==> src/rtl/pipelined_control_unit.sv <==
// RV32I control unit with ID decode, ID/EX, EX/MEM, MEM/WB control registers,
// load-use stall detection and branch-flush bubbling.
module pipelined_control_unit #(
  parameter int unsigned REG_ADDR_W   = 5,
  parameter bit          LOAD_USE_DET = 1'b1,
  parameter bit          ILLEGAL_NOP  = 1'b1
) (
  input  logic                  clk,
  input  logic                  reset,
  input  logic                  id_valid,
  input  logic [6:0]            opcode,
  input  logic [2:0]            func3,
  input  logic                  func7,
  input  logic [REG_ADDR_W-1:0] id_rs1,
  input  logic [REG_ADDR_W-1:0] id_rs2,
  input  logic [REG_ADDR_W-1:0] id_rd,
  input  logic                  ex_flush,
  output logic                  stall,
  output logic                  illegal,
  output logic                  ex_reg_write,
  output logic                  ex_mem_read,
  output logic                  ex_mem_write,
  output logic                  ex_mem_to_reg,
  output logic                  ex_alu_src,
  output logic                  ex_branch,
  output logic [1:0]            ex_alu_op,
  output logic [3:0]            ex_alu_ctrl,
  output logic [REG_ADDR_W-1:0] ex_rd,
  output logic                  mem_reg_write,
  output logic                  mem_mem_read,
  output logic                  mem_mem_write,
  output logic                  mem_mem_to_reg,
  output logic [REG_ADDR_W-1:0] mem_rd,
  output logic                  wb_reg_write,
  output logic                  wb_mem_to_reg,
  output logic [REG_ADDR_W-1:0] wb_rd
);

  localparam logic [6:0] OpR      = 7'b0110011;
  localparam logic [6:0] OpI      = 7'b0010011;
  localparam logic [6:0] OpLoad   = 7'b0000011;
  localparam logic [6:0] OpStore  = 7'b0100011;
  localparam logic [6:0] OpBranch = 7'b1100011;

  localparam logic [3:0] AluAnd  = 4'b0000;
  localparam logic [3:0] AluOr   = 4'b0001;
  localparam logic [3:0] AluAdd  = 4'b0010;
  localparam logic [3:0] AluXor  = 4'b0011;
  localparam logic [3:0] AluSll  = 4'b0100;
  localparam logic [3:0] AluSrl  = 4'b0101;
  localparam logic [3:0] AluSub  = 4'b0110;
  localparam logic [3:0] AluSlt  = 4'b0111;
  localparam logic [3:0] AluSltu = 4'b1000;
  localparam logic [3:0] AluSra  = 4'b1001;

  typedef struct packed {
    logic                  reg_write;
    logic                  mem_read;
    logic                  mem_write;
    logic                  mem_to_reg;
    logic                  alu_src;
    logic                  branch;
    logic [1:0]            alu_op;
    logic [3:0]            alu_ctrl;
    logic [REG_ADDR_W-1:0] rd;
  } ex_ctrl_t;

  typedef struct packed {
    logic                  reg_write;
    logic                  mem_read;
    logic                  mem_write;
    logic                  mem_to_reg;
    logic [REG_ADDR_W-1:0] rd;
  } mem_ctrl_t;

  typedef struct packed {
    logic                  reg_write;
    logic                  mem_to_reg;
    logic [REG_ADDR_W-1:0] rd;
  } wb_ctrl_t;

  function automatic ex_ctrl_t bubble();
    ex_ctrl_t b;
    b          = '0;
    b.alu_ctrl = AluAdd;
    return b;
  endfunction

  // f7 selects SUB only at f3=000 and SRA only at f3=101; callers pre-gate it.
  function automatic logic [3:0] alu_fn(input logic [2:0] f3, input logic f7);
    logic [3:0] fn;
    case (f3)
      3'b000:  fn = f7 ? AluSub : AluAdd;
      3'b001:  fn = AluSll;
      3'b010:  fn = AluSlt;
      3'b011:  fn = AluSltu;
      3'b100:  fn = AluXor;
      3'b101:  fn = f7 ? AluSra : AluSrl;
      3'b110:  fn = AluOr;
      default: fn = AluAnd;
    endcase
    return fn;
  endfunction

  ex_ctrl_t  dec, ex_d, ex_q;
  mem_ctrl_t mem_d, mem_q;
  wb_ctrl_t  wb_d, wb_q;
  logic      legal, uses_rs1, uses_rs2, hazard;

  always_comb begin
    dec      = bubble();
    legal    = 1'b1;
    uses_rs1 = 1'b0;
    uses_rs2 = 1'b0;
    case (opcode)
      OpR: begin
        dec.reg_write = 1'b1;
        dec.alu_op    = 2'b10;
        dec.alu_ctrl  = alu_fn(func3, func7);
        uses_rs1      = 1'b1;
        uses_rs2      = 1'b1;
      end
      OpI: begin
        dec.reg_write = 1'b1;
        dec.alu_src   = 1'b1;
        dec.alu_op    = 2'b11;
        dec.alu_ctrl  = alu_fn(func3, func7 & (func3 == 3'b101));
        uses_rs1      = 1'b1;
      end
      OpLoad: begin
        dec.reg_write  = 1'b1;
        dec.mem_read   = 1'b1;
        dec.mem_to_reg = 1'b1;
        dec.alu_src    = 1'b1;
        uses_rs1       = 1'b1;
      end
      OpStore: begin
        dec.mem_write = 1'b1;
        dec.alu_src   = 1'b1;
        uses_rs1      = 1'b1;
        uses_rs2      = 1'b1;
      end
      OpBranch: begin
        dec.branch   = 1'b1;
        dec.alu_op   = 2'b01;
        dec.alu_ctrl = AluSub;
        uses_rs1     = 1'b1;
        uses_rs2     = 1'b1;
      end
      default: legal = 1'b0;
    endcase
    if (legal) dec.rd = id_rd;
    if (dec.rd == '0) dec.reg_write = 1'b0;
  end

  always_comb begin
    hazard = ex_q.mem_read && (ex_q.rd != '0) &&
             ((uses_rs1 && (ex_q.rd == id_rs1)) || (uses_rs2 && (ex_q.rd == id_rs2)));
    // A flush kills the ID instruction, so a stall would only delay the redirect.
    stall   = LOAD_USE_DET && id_valid && !ex_flush && hazard;
    illegal = ILLEGAL_NOP && id_valid && !legal;
    ex_d    = (id_valid && !ex_flush && !stall) ? dec : bubble();
    mem_d   = '{reg_write: ex_q.reg_write, mem_read: ex_q.mem_read, mem_write: ex_q.mem_write,
                mem_to_reg: ex_q.mem_to_reg, rd: ex_q.rd};
    wb_d    = '{reg_write: mem_q.reg_write, mem_to_reg: mem_q.mem_to_reg, rd: mem_q.rd};
  end

  always_ff @(posedge clk or posedge reset) begin
    if (reset) begin
      ex_q  <= bubble();
      mem_q <= '0;
      wb_q  <= '0;
    end else begin
      ex_q  <= ex_d;
      mem_q <= mem_d;
      wb_q  <= wb_d;
    end
  end

  assign ex_reg_write   = ex_q.reg_write;
  assign ex_mem_read    = ex_q.mem_read;
  assign ex_mem_write   = ex_q.mem_write;
  assign ex_mem_to_reg  = ex_q.mem_to_reg;
  assign ex_alu_src     = ex_q.alu_src;
  assign ex_branch      = ex_q.branch;
  assign ex_alu_op      = ex_q.alu_op;
  assign ex_alu_ctrl    = ex_q.alu_ctrl;
  assign ex_rd          = ex_q.rd;
  assign mem_reg_write  = mem_q.reg_write;
  assign mem_mem_read   = mem_q.mem_read;
  assign mem_mem_write  = mem_q.mem_write;
  assign mem_mem_to_reg = mem_q.mem_to_reg;
  assign mem_rd         = mem_q.rd;
  assign wb_reg_write   = wb_q.reg_write;
  assign wb_mem_to_reg  = wb_q.mem_to_reg;
  assign wb_rd          = wb_q.rd;

endmodule

==> config.mk <==
export PLATFORM = sky130hd
export DESIGN_NAME = pipelined_control_unit
export DESIGN_NICKNAME = d
export VERILOG_FILES = /design/src/rtl/pipelined_control_unit.sv
export SDC_FILE = /design/constraint.sdc
export NUM_CORES = 1
export LEC_CHECK = 0
export BUFFER_PORTS_ARGS = -buffer_cell sky130_fd_sc_hd__buf_4
export CORE_UTILIZATION = 40
export CTS_CLUSTER_DIAMETER = 120
export DETAILED_ROUTE_END_ITERATION = 7
export PLACE_DENSITY = 0.86
export REMOVE_ABC_BUFFERS = 1
export SLEW_MARGIN = 20
export SYNTH_ARGS = -nofsm -noshare
export SYNTH_HDL_FRONTEND = slang
export SYNTH_SLANG_ARGS = --single-unit
==> constraint.sdc <==
create_clock -name clk -period 1.5 [get_ports clk]
set_input_delay 0.15 -clock clk [delete_from_list [all_inputs] [get_ports clk]]
set_output_delay 0.15 -clock clk [all_outputs]
set_load 0.05 [all_outputs]
# Yosys cells after proc, flatten, opt, wreduce, memory -nomap -nowiden
# Cells that the tools add are included.
# totals
reg_bits	33
latch_bits	0
mem_bits_rw	0
mem_bits_ro	0
input_bits	30
out_inout_bits	35
elab_cells	67
n_memories	0
# op_classes
addsub	0
n_mul	0
n_div	0
order_cmp	0
eq_ne	13
shifts	0
mux	17
bitwise	1
n_reduce_logical	19
# op_table
operator	n
case mux 4 bit (7 select lines)	2
case mux 6 bit (3 select lines)	1
two-way mux 17 bit	1
equality test 7 x 6 -> 1 bit, second input constant	2
equality test 5 bit	2
equality test 3 bit, second input constant	3
OR reduction 3 bit	3
logical AND 1 bit	8
two-way mux 1 bit	8
two-way mux 4 bit	2
equality test 7 x 2 -> 1 bit, second input constant	1
equality test 7 x 5 -> 1 bit, second input constant	1
equality test 7 bit, second input constant	1
equality test 3 x 2 -> 1 bit, second input constant	2
two-way mux 3 bit	2
logical NOT 5 bit	1
two-way mux 5 bit	1
nonzero test 5 bit	1
OR reduction 5 bit	1
equality test 3 x 1 -> 1 bit, second input constant	1
logical NOT 1 bit	3
logical NOT 3 bit	1
AND 1 bit	1
logical OR 1 bit	1

# Depth between registers and ports, before layout
# Gate-level depths: netlist (run 1).
# depth
word_depth	10
ltp_mapped	7
depth_no_buf	5

# Least setup slack after synthesis (run 1)
# OpenSTA, ideal clock, no wires.
# synth_path
path_kind	reg-to-output
from	register ex_q, in the netlist ex_rd[3]
to	output stall
arrival_ps	1881
required_ps	1350
setup_slack_ps	-531
path_stages_with_launch	6
n_path_buf	0
cell_sequence	dfrtp_1 -> xor2_1 -> nor3_1 -> nand4_1 -> a21oi_4 -> and2_1
# synth_between
elab_chain_len	5
elab_cells_between_ends	9
cone_classes	eq/ne (2); reduce/logical (7)
# synth_lines
item	line_no	rtl
start: declaration	105	ex_ctrl_t dec, ex_d, ex_q;
start signal: assignment	170	ex_q <= bubble();
equality test 5 bit	158	((uses_rs1 && (ex_q.rd == id_rs1)) || (uses_rs2 && (ex_q.rd == id_rs2)));
logical AND 1 bit	158	
logical OR 1 bit	158	
logical AND 1 bit (*)	157	hazard = ex_q.mem_read && (ex_q.rd != '0) &&
logical AND 1 bit (*)	160	stall = LOAD_USE_DET && id_valid && !ex_flush && hazard;
end: declaration	18	output logic stall,
# Mark *: on every way between the ends. The rest lies on a longest branch, timed or not.

# Final worst setup path (run 1)
# layout_path
from	register ex_q, in the netlist ex_rd[2]
to	output stall
# The elaborated chain is that of the path after synthesis.

==> results of run 1 <==
## critical path, cell delays in order (launching register included)
cell and delay [ns]:
sky130_fd_sc_hd__dfrtp_1 0.44, sky130_fd_sc_hd__or4_4 0.56, sky130_fd_sc_hd__o21ai_4 0.20, sky130_fd_sc_hd__a21oi_4 0.05, sky130_fd_sc_hd__and2_4 0.16, sky130_fd_sc_hd__buf_8 0.14
## cells in the mapped netlist (3+ instances only)
library cell	number
sky130_fd_sc_hd__dfrtp_1	30
sky130_fd_sc_hd__nor2_1	9
sky130_fd_sc_hd__xor2_1	8
sky130_fd_sc_hd__nand3_1	7
sky130_fd_sc_hd__o21ai_0	5
sky130_fd_sc_hd__or4_1	5
sky130_fd_sc_hd__nand2b_1	4
sky130_fd_sc_hd__inv_1	3
sky130_fd_sc_hd__nand2_1	3
sky130_fd_sc_hd__nor3_1	3
sky130_fd_sc_hd__nor3_2	3
## per-stage QoR
stage	worst slack, ns	TNS (ns)	hold WS, ns	cells	utilization
after floorplan	-0.669	-4.69	0.213	102	-
after global placement	-0.177	-0.954	0.113	223	0.622
after detailed placement	-0.348	-2.46	0.134	223	0.622
after CTS	-0.511	-4.01	0.0297	234	0.673
after global routing	-0.599	-6.31	0.0506	237	0.717
final	-0.534	-5.22	0.0473	237	0.717
## area by class of cell
class / instances / area, µm²
Inverter: 3 / 11.3
Tap cell: 44 / 55.1
Clock buffer: 6 / 51.3
Clock inverter: 1 / 5.00
Sequential cell: 31 / 777
Fill cell: 200 / 857
Multi-Input combinational cell: 68 / 593
Timing Repair Buffer: 84 / 678
## worst paths after layout
check | slack (ns) | cells past startpoint | from | to
max reg2reg | -0.35 | 6 | ex_rd[2] | ex_alu_ctrl[2]
min reg2reg | 0.38 | 0 | mem_rd[2] | wb_rd[2]
max | -0.53 | 5 | ex_rd[2] | stall
min in group asynchronous | 0.33 | 3 | reset | ex_alu_src
min | 0.05 | 3 | id_rd[1] | ex_rd[1]
max in group asynchronous | 0.56 | 4 | reset | wb_mem_to_reg
## report_power, final
part | total (mW) | internal [mW] | switching, mW | leakage, nW
clock network | 0.483 | 0.217 | 0.266 | 0.0341
logic | 0.192 | 0.0877 | 0.104 | 0.613
registers | 0.839 | 0.838 | 0.00164 | 0.429
## timing repair
item	in CTS	in global routing
gates resized for setup	13	21
hold endpoints to repair	7	0
gates cloned	0	1
pin swaps	5	5
hold buffers	1	0
setup buffers	3	3
endpoints found under the setup margin	17	17
## layer usage
layer | global-route usage | routed length (µm) | vias up
met2 | 0.379 | 1930 | 83
li1 | - | - | 545
met3 | 0.0374 | 262 | 14
met1 | 0.239 | 1330 | 583
met5 | 0 | 0 | -
met4 | 0.122 | 121 | 0
## cell families after synthesis
| family | share of synthesized area |
|---|---|
| buf+inv | 0.0363 |
| flops | 0.610 |
| simple gates | 0.215 |
| compound gates | 0.0697 |
| xor+xnor | 0.0688 |
==> summary by stage, run 1 <==
Critical path
The worst path required time is approximately 1.4 ns. The worst setup path is of the reg2out kind. In this run the worst path has a maximum fanout of 4. Data on the critical path arrives at its endpoint at between 1.5 and 2 ns.

The type of element launching the critical path is a flop. The worst setup path is captured at an output port.

Timing
Setup violations remaining at the end of the flow were counted as 17. The share of the clock period used by the worst path after layout is 1.36. The fmax is around 0.5 GHz. The worst-margin pin slew is about 0.55 ns. The max-slew violation total from the final report is 0. Headroom to the max-slew limit came out at 0.634. The final worst clock skew is approximately 0.016 ns. The final hold violation count is 0. After layout, the minimum clock period comes to between 2 and 2.5 ns. The worst path setup slack after routing is -0.534 ns.

Setup repair after global routing could not meet its margin everywhere.

Clocking
The clock net in this run drives a total of 31 sinks. The cell sitting at the root of the clock tree is a sky130_fd_sc_hd__clkbuf_4. The number of H-tree levels is 2. The clock slew seen by the registers of the worst setup and hold paths is 0.10 ns.

Clock tree synthesis inserted a total of 5 buffers. The latest clock arrival within the worst-skew pair is 0.34 ns. The clock passes through at most 2 buffers. TritonCTS built the clock tree.

Drt
The remaining antenna violation count after routing is 0. In the final routed layout, each cell accounts on average for roughly 15 µm. The count of vias placed by the detailed router is about 1200.

The first TritonRoute pass finished after 5 iterations. The DRC violation count after routing is 0. Dividing the detail-routed via count by the number of cells gives 5.17. The detailed router finished its first iteration with 38 violations. For this block, the routed nets add up to 3640 µm of wire.

Logic synthesis
Of the post-synthesis cell area, the dominant cell type holds 0.589. Of the synthesized area, sequential elements account for 0.610. The synthesized area divided by synthesized cell count is about 12 µm². After synthesis, the share of flip-flops with an asynchronous set or reset is 1.00.

Synthesis produced a netlist whose cell count is 107. The number of warnings printed during yosys synthesis is 0. The number of synthesized flops with an enable pin is 0. The most instantiated flip-flop cell in the synthesis netlist is sky130_fd_sc_hd__dfrtp_1. The largest area contributor in the netlist is sky130_fd_sc_hd__dfrtp_1. The number of flip-flops and latches in the synthesized netlist is 31. Ranked by total cell area, the synthesized netlist is headed by sky130_fd_sc_hd__dfrtp_1 59%, sky130_fd_sc_hd__xor2_1 5.5%, sky130_fd_sc_hd__or4_1 2.9%. In this run the cell area of the synthesized design comes to between 1000 and 1500 µm². Synthesis instantiated 32 different standard cells from the library.

Finish
After routing the design area is 2170 µm². The diode insertion count for antenna repair is 0. The commonest non-fill, non-tap cell in the layout is sky130_fd_sc_hd__buf_4. In the final layout, the share of cells above drive strength 1 is 0.591. In the layout the commonest cells are 78 x sky130_fd_sc_hd__buf_4, 30 x sky130_fd_sc_hd__dfrtp_1, 7 x sky130_fd_sc_hd__xor2_1, 7 x sky130_fd_sc_hd__nand3_1. The net total in the final layout is between 200 and 250.

The area growth from synthesis to layout is 70.4%.

Placement
Once placement finished, the instance area stood at ~1900 µm². The routability congestion estimate from global placement is 0.804. Port buffering added between 60 and 70 buffers. The half-perimeter wire length after placement is 2450 µm.

Global route
The number of antenna violations at the first check in global routing is 0. The via count of the first global-routing pass is between 1000 and 1500. The overflow left after global routing is 0. The global router's overall resource usage is 0.213. Entering global routing, the biggest net connects 24 pins. The global-route wire length before repair is 5200 µm.

Pwr
Summing internal, switching and leakage power gives approximately 1.5 mW. Dividing total power by cell area gives a power density of roughly 700 nW/µm². The analysis attributes to cell leakage a power of roughly 1.1 nW.

The peak ir drop on the vdd network is ~0.27 mV.

Floorplanning
The placement row count is 20. The die covers between 3000 and 4000 µm². The placeable core region is 3030 µm². For this configuration, the core starts out at a cell density of 0.421. Measured along the x axis, the die boundary spans ~58 µm.

The die outline height is around 60 µm. The number of ports placed on the die boundary is 65.

Run status
The final reports fail on setup timing. The run finished, with violations left.

Flow run
Across the run, the number of max-cap violations was 0.

Min path
The min-delay analysis places its worst path in the category in2reg.
(Power assumes the default switching activity.)
==> run 2: changes to the inputs <==
PLACE_DENSITY = 0.71   (was 0.86)
==> summary by stage, run 2 (synthesized netlist as in run 1, its figures left out) <==
Min path
The path class of the lowest-slack min-delay path is in2reg (unchanged). The startpoint of the lowest-slack hold path is opcode[6] (was id_rd[1]). The destination of the worst hold path is ex_alu_src (was ex_rd[1]).

The number of cells on the worst hold path is 2 (was 3).

Timing
The worst hold slack is 0.0479 ns (was 0.0473 ns). The count of endpoints failing setup in the final report was 17 (unchanged). The final hold violation count is 0 (unchanged). The final-layout setup total negative slack came to -4.46 ns (was -5.22 ns).

The max-slew violation total from the final report is 0 (unchanged). The fmax is 0.514 GHz (was 0.492 GHz). The worst slew margin relative to its limit is 0.632 (was 0.634).

The worst-margin pin slew came to 0.547 ns (was 0.548 ns). The post-layout minimum cycle time is 1.95 ns (was 2.03 ns). Unrepaired setup endpoints after global routing: yes (unchanged). The final worst clock skew is 0.0137 ns (was 0.0164 ns). The share of the clock period used by the worst path after layout is 1.30 (was 1.36). The worst path setup slack after routing is -0.447 ns (was -0.534 ns).

Floorplanning
The die boundary width is 58.4 µm (unchanged). The placeable core region is 3030 µm² (unchanged). The placement row count is 20 (unchanged). The die area is 3410 µm² (unchanged).

The die outline height was 58.4 µm (unchanged). The effective utilization at floorplan is 0.421 (unchanged). The number of ports placed on the die boundary is 65 (unchanged).

Placement
The number of port buffers came to 64 (unchanged). The routability congestion estimate from global placement is 0.781 (was 0.804). The instance count after placement with tap cells included is 226 (was 223). The setup slack at placement is -0.239 ns (was -0.348 ns). The half-perimeter wire length after placement came to 2320 µm (was 2450 µm).

Finish
The share of final-layout standard cells stronger than drive strength 1 is 0.595 (was 0.591). The diode insertion count for antenna repair was 0 (unchanged). The commonest non-fill, non-tap cell in the layout is sky130_fd_sc_hd__buf_4 (unchanged). The count of placed standard cells in the final layout, fillers left out is 239 (was 237).

The net total in the final layout is 225 (was 223). The signed area change from the synthesized netlist to the final layout came to 74.1% (was 70.4%). Most frequent cells in the layout: 78 x sky130_fd_sc_hd__buf_4, 30 x sky130_fd_sc_hd__dfrtp_1, 8 x sky130_fd_sc_hd__xor2_1, 8 x sky130_fd_sc_hd__nor2_4, 7 x sky130_fd_sc_hd__nand3_1 (was 78 x sky130_fd_sc_hd__buf_4, 30 x sky130_fd_sc_hd__dfrtp_1, 7 x sky130_fd_sc_hd__xor2_1, 7 x sky130_fd_sc_hd__nand3_1).

Critical path
The path depth of the worst reg2reg path is 7 (was 6). The worst-path maximum fanout is 4 (unchanged). The element type at the critical path end is an output port (unchanged). The data arrival time of the critical path is 1.80 ns (was 1.88 ns).

The end of the worst register-to-register path is ex_alu_op[0] (was ex_alu_ctrl[2]). The class of the most critical setup path is reg2out (unchanged). The setup slack of the most critical reg-to-reg path is -0.38 ns (was -0.35 ns). The type of element launching the critical path is a flop (unchanged).

The startpoint of the worst register-to-register path is ex_rd[2] (unchanged). The worst path required time was 1.35 ns (about the same).

Pwr
The static leakage is 1.09 nW (was 1.08 nW). The peak ir drop on the vdd network is 0.399 mV (was 0.270 mV). The power density normalized to cell area is 682 nW/µm² (was 698 nW/µm²).

Global route
The routing usage on met2 is 0.369 (was 0.379). The global-route wire length before repair is 5150 µm (was 5200 µm). The via count of the first global-routing pass is 1127 (was 1133). The overflow left after global routing was 0 (unchanged). The global router's overall resource usage is 0.207 (was 0.213). The number of antenna violations at the first check in global routing is 0 (unchanged). The busiest layer in global routing is met2 (unchanged).

The met1 track demand over resource in global routing was 0.240 (was 0.239). The largest net degree at the start of global routing is 24 (unchanged). The met3 global-route usage is 0.0593 (was 0.0374).

Drt
The count of vias placed by the detailed router is 1154 (was 1225). The remaining antenna violation count after routing is 0 (unchanged). The via-per-instance ratio was 4.83 (was 5.17).

The number of detailed-routing iterations run before antenna repair is 4 (was 5). The DRC violation count after routing came to 0 (unchanged). The routed length per instance was 13.9 µm (was 15.4 µm).

The final routed wirelength across all metal layers is 3320 µm (was 3640 µm). The starting DRC count in detailed routing is 21 (was 38).

Run status
Failing checks: setup timing (unchanged). Run status: finished with violations (unchanged).

Clocking
The clock net sink count is 31 (unchanged). The number of buffers created by CTS is 5 (unchanged). The clock slew seen by the registers of the worst setup and hold paths came to 0.10 ns (about the same).

The number of H-tree levels is 2 (unchanged). The latest clock arrival within the worst-skew pair is 0.32 ns (was 0.34 ns). The CTS tree is done (unchanged). The maximum root-to-sink buffer count is 2 (unchanged).

The root buffer cell is sky130_fd_sc_hd__clkbuf_4 (unchanged).

Flow run
The number of maximum-capacitance constraint violations was 0 (unchanged).
run 2: worst max path at each step:
stage | startpoint | to | slack, ns | cells after the start
after floorplan | ex_rd[3] | stall | -0.67 | 5
after global placement | ex_rd[2] | stall | -0.18 | 5
after detailed placement | ex_rd[2] | ex_alu_op[0] | -0.24 | 5
after CTS | ex_rd[1] | stall | -0.46 | 5
after global routing | ex_rd[2] | stall | -0.53 | 7
final | ex_rd[2] | stall | -0.45 | 5
run 2: power by group:
group	switching [mW]	leakage (nW)	internal, mW
Clock	0.268	0.0341	0.217
Combinational	0.0991	0.626	0.0888
Sequential	0.00174	0.429	0.838
run 2: stage by stage:
stage	total power [mW]	utilization	area, µm²
5_1_grt	1.59	0.732	2220
6_report	1.51	0.732	2220
2_1_floorplan	0.925	-	1240
3_3_place_gp	1.02	0.626	1890
4_1_cts	1.52	0.705	2130
3_5_place_dp	1.03	0.626	1890
run 2: routing by layer:
layer  part of all wire  vias up
met5                  0        -
met4             0.0048        0
met3              0.065        2
met2               0.54       45
met1               0.39      557
li1                   -      550
run 2: area by class of cell:
cell class	instances	area, µm²
Clock buffer	6	51.3
Multi-Input combinational cell	68	612
Sequential cell	31	777
Inverter	3	11.3
Clock inverter	1	5.00
Fill cell	223	811
Timing Repair Buffer	86	706
Tap cell	44	55.1
run 2: worst max-delay path, stage by stage (launching register included):
cell	delay, ns
sky130_fd_sc_hd__dfrtp_1	0.43
sky130_fd_sc_hd__or4_4	0.54
sky130_fd_sc_hd__o21ai_4	0.16
sky130_fd_sc_hd__a21oi_4	0.05
sky130_fd_sc_hd__and2_4	0.16
sky130_fd_sc_hd__buf_8	0.14
run 2: what timing repair did:
item	4_1_cts	5_1_grt
gates cloned	1	0
pin swaps	12	6
hold buffers	1	0
hold endpoints to repair	7	0
setup buffers	3	2
endpoints found under the setup margin	15	17
resized for setup	27	17
==> run 3: changes to the inputs <==
SETUP_SLACK_MARGIN = 0.3   (was unset)
==> summary by stage, run 3 (synthesized netlist as in run 1, its figures left out) <==
Clocking
The clock slew seen by the registers of the worst setup and hold paths came to 0.10 ns (about the same). The CTS tree was done (unchanged). The clock net sink count came to 31 (unchanged). The latest clock arrival within the worst-skew pair was 0.32 ns (about the same). The root buffer cell is sky130_fd_sc_hd__clkbuf_4 (unchanged). The maximum root-to-sink buffer count is 2 (unchanged). The number of H-tree levels is 2 (unchanged).

The number of buffers created by CTS is 5 (unchanged).

Pwr
The peak ir drop on the vdd network came to 0.386 mV (was 0.399 mV). The clock network power share is 0.319 (was 0.321). The overall power consumption is 1.52 mW (was 1.51 mW).

The power density normalized to cell area was 654 nW/µm² (was 682 nW/µm²). The sequential cell fraction of total power is 0.551 (was 0.555). The net switching fraction of the power is 0.246 (was 0.244). The internal power is 1.15 mW (was 1.14 mW).

The static leakage was 1.11 nW (was 1.09 nW). The share of total power in combinational logic came to 0.130 (was 0.124). The switching power is 375 µW (was 369 µW).

Timing
The post-layout minimum cycle time is 2.03 ns (was 1.95 ns). The count of endpoints failing setup in the final report is 17 (unchanged). The worst-margin pin slew was 0.549 ns (was 0.547 ns).

The max-slew violation total from the final report came to 0 (unchanged). The final hold violation count is 0 (unchanged). The fmax is 0.492 GHz (was 0.514 GHz). Unrepaired setup endpoints after global routing: yes (unchanged). The worst slew margin relative to its limit is 0.631 (was 0.632). The worst path setup slack after routing is -0.532 ns (was -0.447 ns).

The final worst clock skew is 0.0100 ns (was 0.0137 ns). The share of the clock period used by the worst path after layout is 1.35 (was 1.30).

Global route
The overflow left after global routing was 0 (unchanged). The global router's overall resource usage is 0.215 (was 0.207). The busiest layer in global routing is met2 (unchanged).

The met3 global-route usage is 0.0593 (unchanged). The via count of the first global-routing pass is 1158 (was 1127). The number of antenna violations at the first check in global routing is 0 (unchanged).

The routing usage on met2 is 0.378 (was 0.369). The met1 track demand over resource in global routing was 0.251 (was 0.240). The global-route wire length before repair is 5330 µm (was 5150 µm).

The largest net degree at the start of global routing is 24 (unchanged).

Finish
The signed area change from the synthesized netlist to the final layout is 83.0% (was 74.1%). The share of final-layout standard cells stronger than drive strength 1 came to 0.629 (was 0.595). The area of all placed cells without fillers is 2330 µm² (was 2220 µm²). The commonest non-fill, non-tap cell in the layout was sky130_fd_sc_hd__buf_4 (unchanged). The layout filler cell count is 194 (was 223).

The net total in the final layout is 227 (was 225). The diode insertion count for antenna repair was 0 (unchanged). Most frequent cells in the layout: 65 x sky130_fd_sc_hd__buf_4, 26 x sky130_fd_sc_hd__dfrtp_1, 12 x sky130_fd_sc_hd__buf_6, 9 x sky130_fd_sc_hd__buf_8 (was 78 x sky130_fd_sc_hd__buf_4, 30 x sky130_fd_sc_hd__dfrtp_1, 8 x sky130_fd_sc_hd__xor2_1, 8 x sky130_fd_sc_hd__nor2_4, 7 x sky130_fd_sc_hd__nand3_1).

Critical path
The largest stage delay on the critical path was 0.45 ns (was 0.54 ns). The slowest library cell on the worst path is sky130_fd_sc_hd__dfrtp_2 (was sky130_fd_sc_hd__or4_4). Critical path, cell by cell: xor2_1 > nor3_2 > nand4_1 > a21oi_4 > and2_4 > buf_8 (was or4_4 > o21ai_4 > a21oi_4 > and2_4 > buf_8). The worst path required time is 1.35 ns (about the same). The path depth of the worst reg2reg path is 8 (was 7). The type of element launching the critical path was a flop (unchanged). The setup slack of the most critical reg-to-reg path was -0.47 ns (was -0.38 ns). The element type at the critical path end is an output port (unchanged).

The worst-path maximum fanout is 4 (unchanged). The end of the worst register-to-register path is ex_alu_op[0] (unchanged). The class of the most critical setup path is reg2out (unchanged).

The data arrival time of the critical path came to 1.88 ns (was 1.80 ns). The startpoint of the worst register-to-register path was ex_rd[2] (unchanged).

Placement
The area after detailed placement is 1890 µm² (unchanged). The half-perimeter wire length after placement was 2320 µm (unchanged). The routability congestion estimate from global placement was 0.781 (unchanged). The number of port buffers came to 64 (unchanged).

Floorplanning
The die outline height is 58.4 µm (unchanged). The placeable core region is 3030 µm² (unchanged). The effective utilization at floorplan is 0.421 (unchanged). The die area is 3410 µm² (unchanged). The number of ports placed on the die boundary was 65 (unchanged).

The die boundary width came to 58.4 µm (unchanged). The placement row count is 20 (unchanged).

Drt
The starting DRC count in detailed routing is 21 (unchanged). The final routed wirelength across all metal layers came to 3580 µm (was 3320 µm). The number of detailed-routing iterations run before antenna repair is 4 (unchanged). The DRC violation count after routing is 0 (unchanged). The via-per-instance ratio came to 4.94 (was 4.83). The remaining antenna violation count after routing was 0 (unchanged). The routed length per instance is 14.8 µm (was 13.9 µm). The count of vias placed by the detailed router is 1190 (was 1154).

Run status
Run status: finished with violations (unchanged). Failing checks: setup timing (unchanged).

Min path
The path class of the lowest-slack min-delay path is in2reg (unchanged). The startpoint of the lowest-slack hold path is opcode[6] (unchanged). The number of cells on the worst hold path is 2 (unchanged).

The destination of the worst hold path is ex_alu_src (unchanged).

Flow run
The number of maximum-capacitance constraint violations is 0 (unchanged).
[run 3: changes by cell type in the layout (fill, tap and decap cells not counted)]
cell                        change
sky130_fd_sc_hd__buf_4         -13
sky130_fd_sc_hd__buf_6         +10
sky130_fd_sc_hd__buf_8          +5
sky130_fd_sc_hd__dfrtp_1        -4
sky130_fd_sc_hd__dfrtp_2        +4
sky130_fd_sc_hd__nand4bb_1      -1
sky130_fd_sc_hd__nand4bb_4      +1
sky130_fd_sc_hd__nor2b_1        -1
sky130_fd_sc_hd__nor2b_2        +1
[run 3: power groups by stage]
stage                     Clock [mW]  Combinational [mW]  Sequential, mW
after global placement             0               0.168           0.856
after floorplan                    0              0.0590           0.866
after CTS                      0.494               0.188           0.840
after global routing           0.547               0.215           0.840
final                          0.486               0.199           0.840
after detailed placement           0               0.173           0.856
[run 3: timing repair]
item / 4_1_cts / 5_1_grt
hold buffers: 1 / 0
cloned: 1 / 0
pin swaps: 12 / 10
hold endpoints to repair: 7 / 0
setup endpoints to repair: 22 / 24
setup buffers: 3 / 3
resized for setup: 37 / 32
[run 3: layout make-up]
type | instances | area [µm²] | share of cell area
repair buffers | 88 | 796 | 0.341
flip-flops and latches | 31 | 782 | 0.335
multi-input cells | 68 | 631 | 0.271
well taps | 44 | 55.1 | 0.0236
clock buffers | 6 | 51.3 | 0.0220
inverters | 3 | 11.3 | 0.00483
clock inverters | 1 | 5.00 | 0.00215
[run 3: how the worst max path moves through the flow]
| stage | start | end | slack [ns] |
|---|---|---|---|
| 2_1_floorplan | ex_rd[3] | stall | -0.67 |
| 3_3_place_gp | ex_rd[2] | stall | -0.18 |
| 3_5_place_dp | ex_rd[2] | ex_alu_op[0] | -0.24 |
| 4_1_cts | ex_rd[1] | stall | -0.46 |
| 5_1_grt | ex_rd[2] | stall | -0.64 |
| 6_report | ex_rd[2] | stall | -0.53 |
[run 3: worst max-delay path, delay by kind of cell, from the launching register on]
| family | cells | cell delay, ns |
|---|---|---|
| AOI/OAI and AO/OA | 1 | 0.21 |
| and+or+nand+nor | 3 | 0.57 |
| DFF | 1 | 0.45 |
| xor gates and xnor gates | 1 | 0.18 |
| buffers and inverters | 1 | 0.14 |
[run 3: per-layer routing]
layer,routed length [µm],vias up
met1,1340,582
met4,34,0
li1,-,551
met2,1960,53
met5,0,-
met3,247,4
[run 3: stage by stage]
step	utilization	setup TNS (ns)	hold WS (ns)	setup slack, ns	cells
floorplan	-	-4.69	0.213	-0.669	102
global placement	0.626	-1.39	0.128	-0.183	226
detailed placement	0.626	-1.96	0.138	-0.239	226
CTS	0.721	-4.33	0.0340	-0.462	238
global route	0.770	-7.97	0.0217	-0.638	241
finish	0.770	-6.56	0.0538	-0.532	241
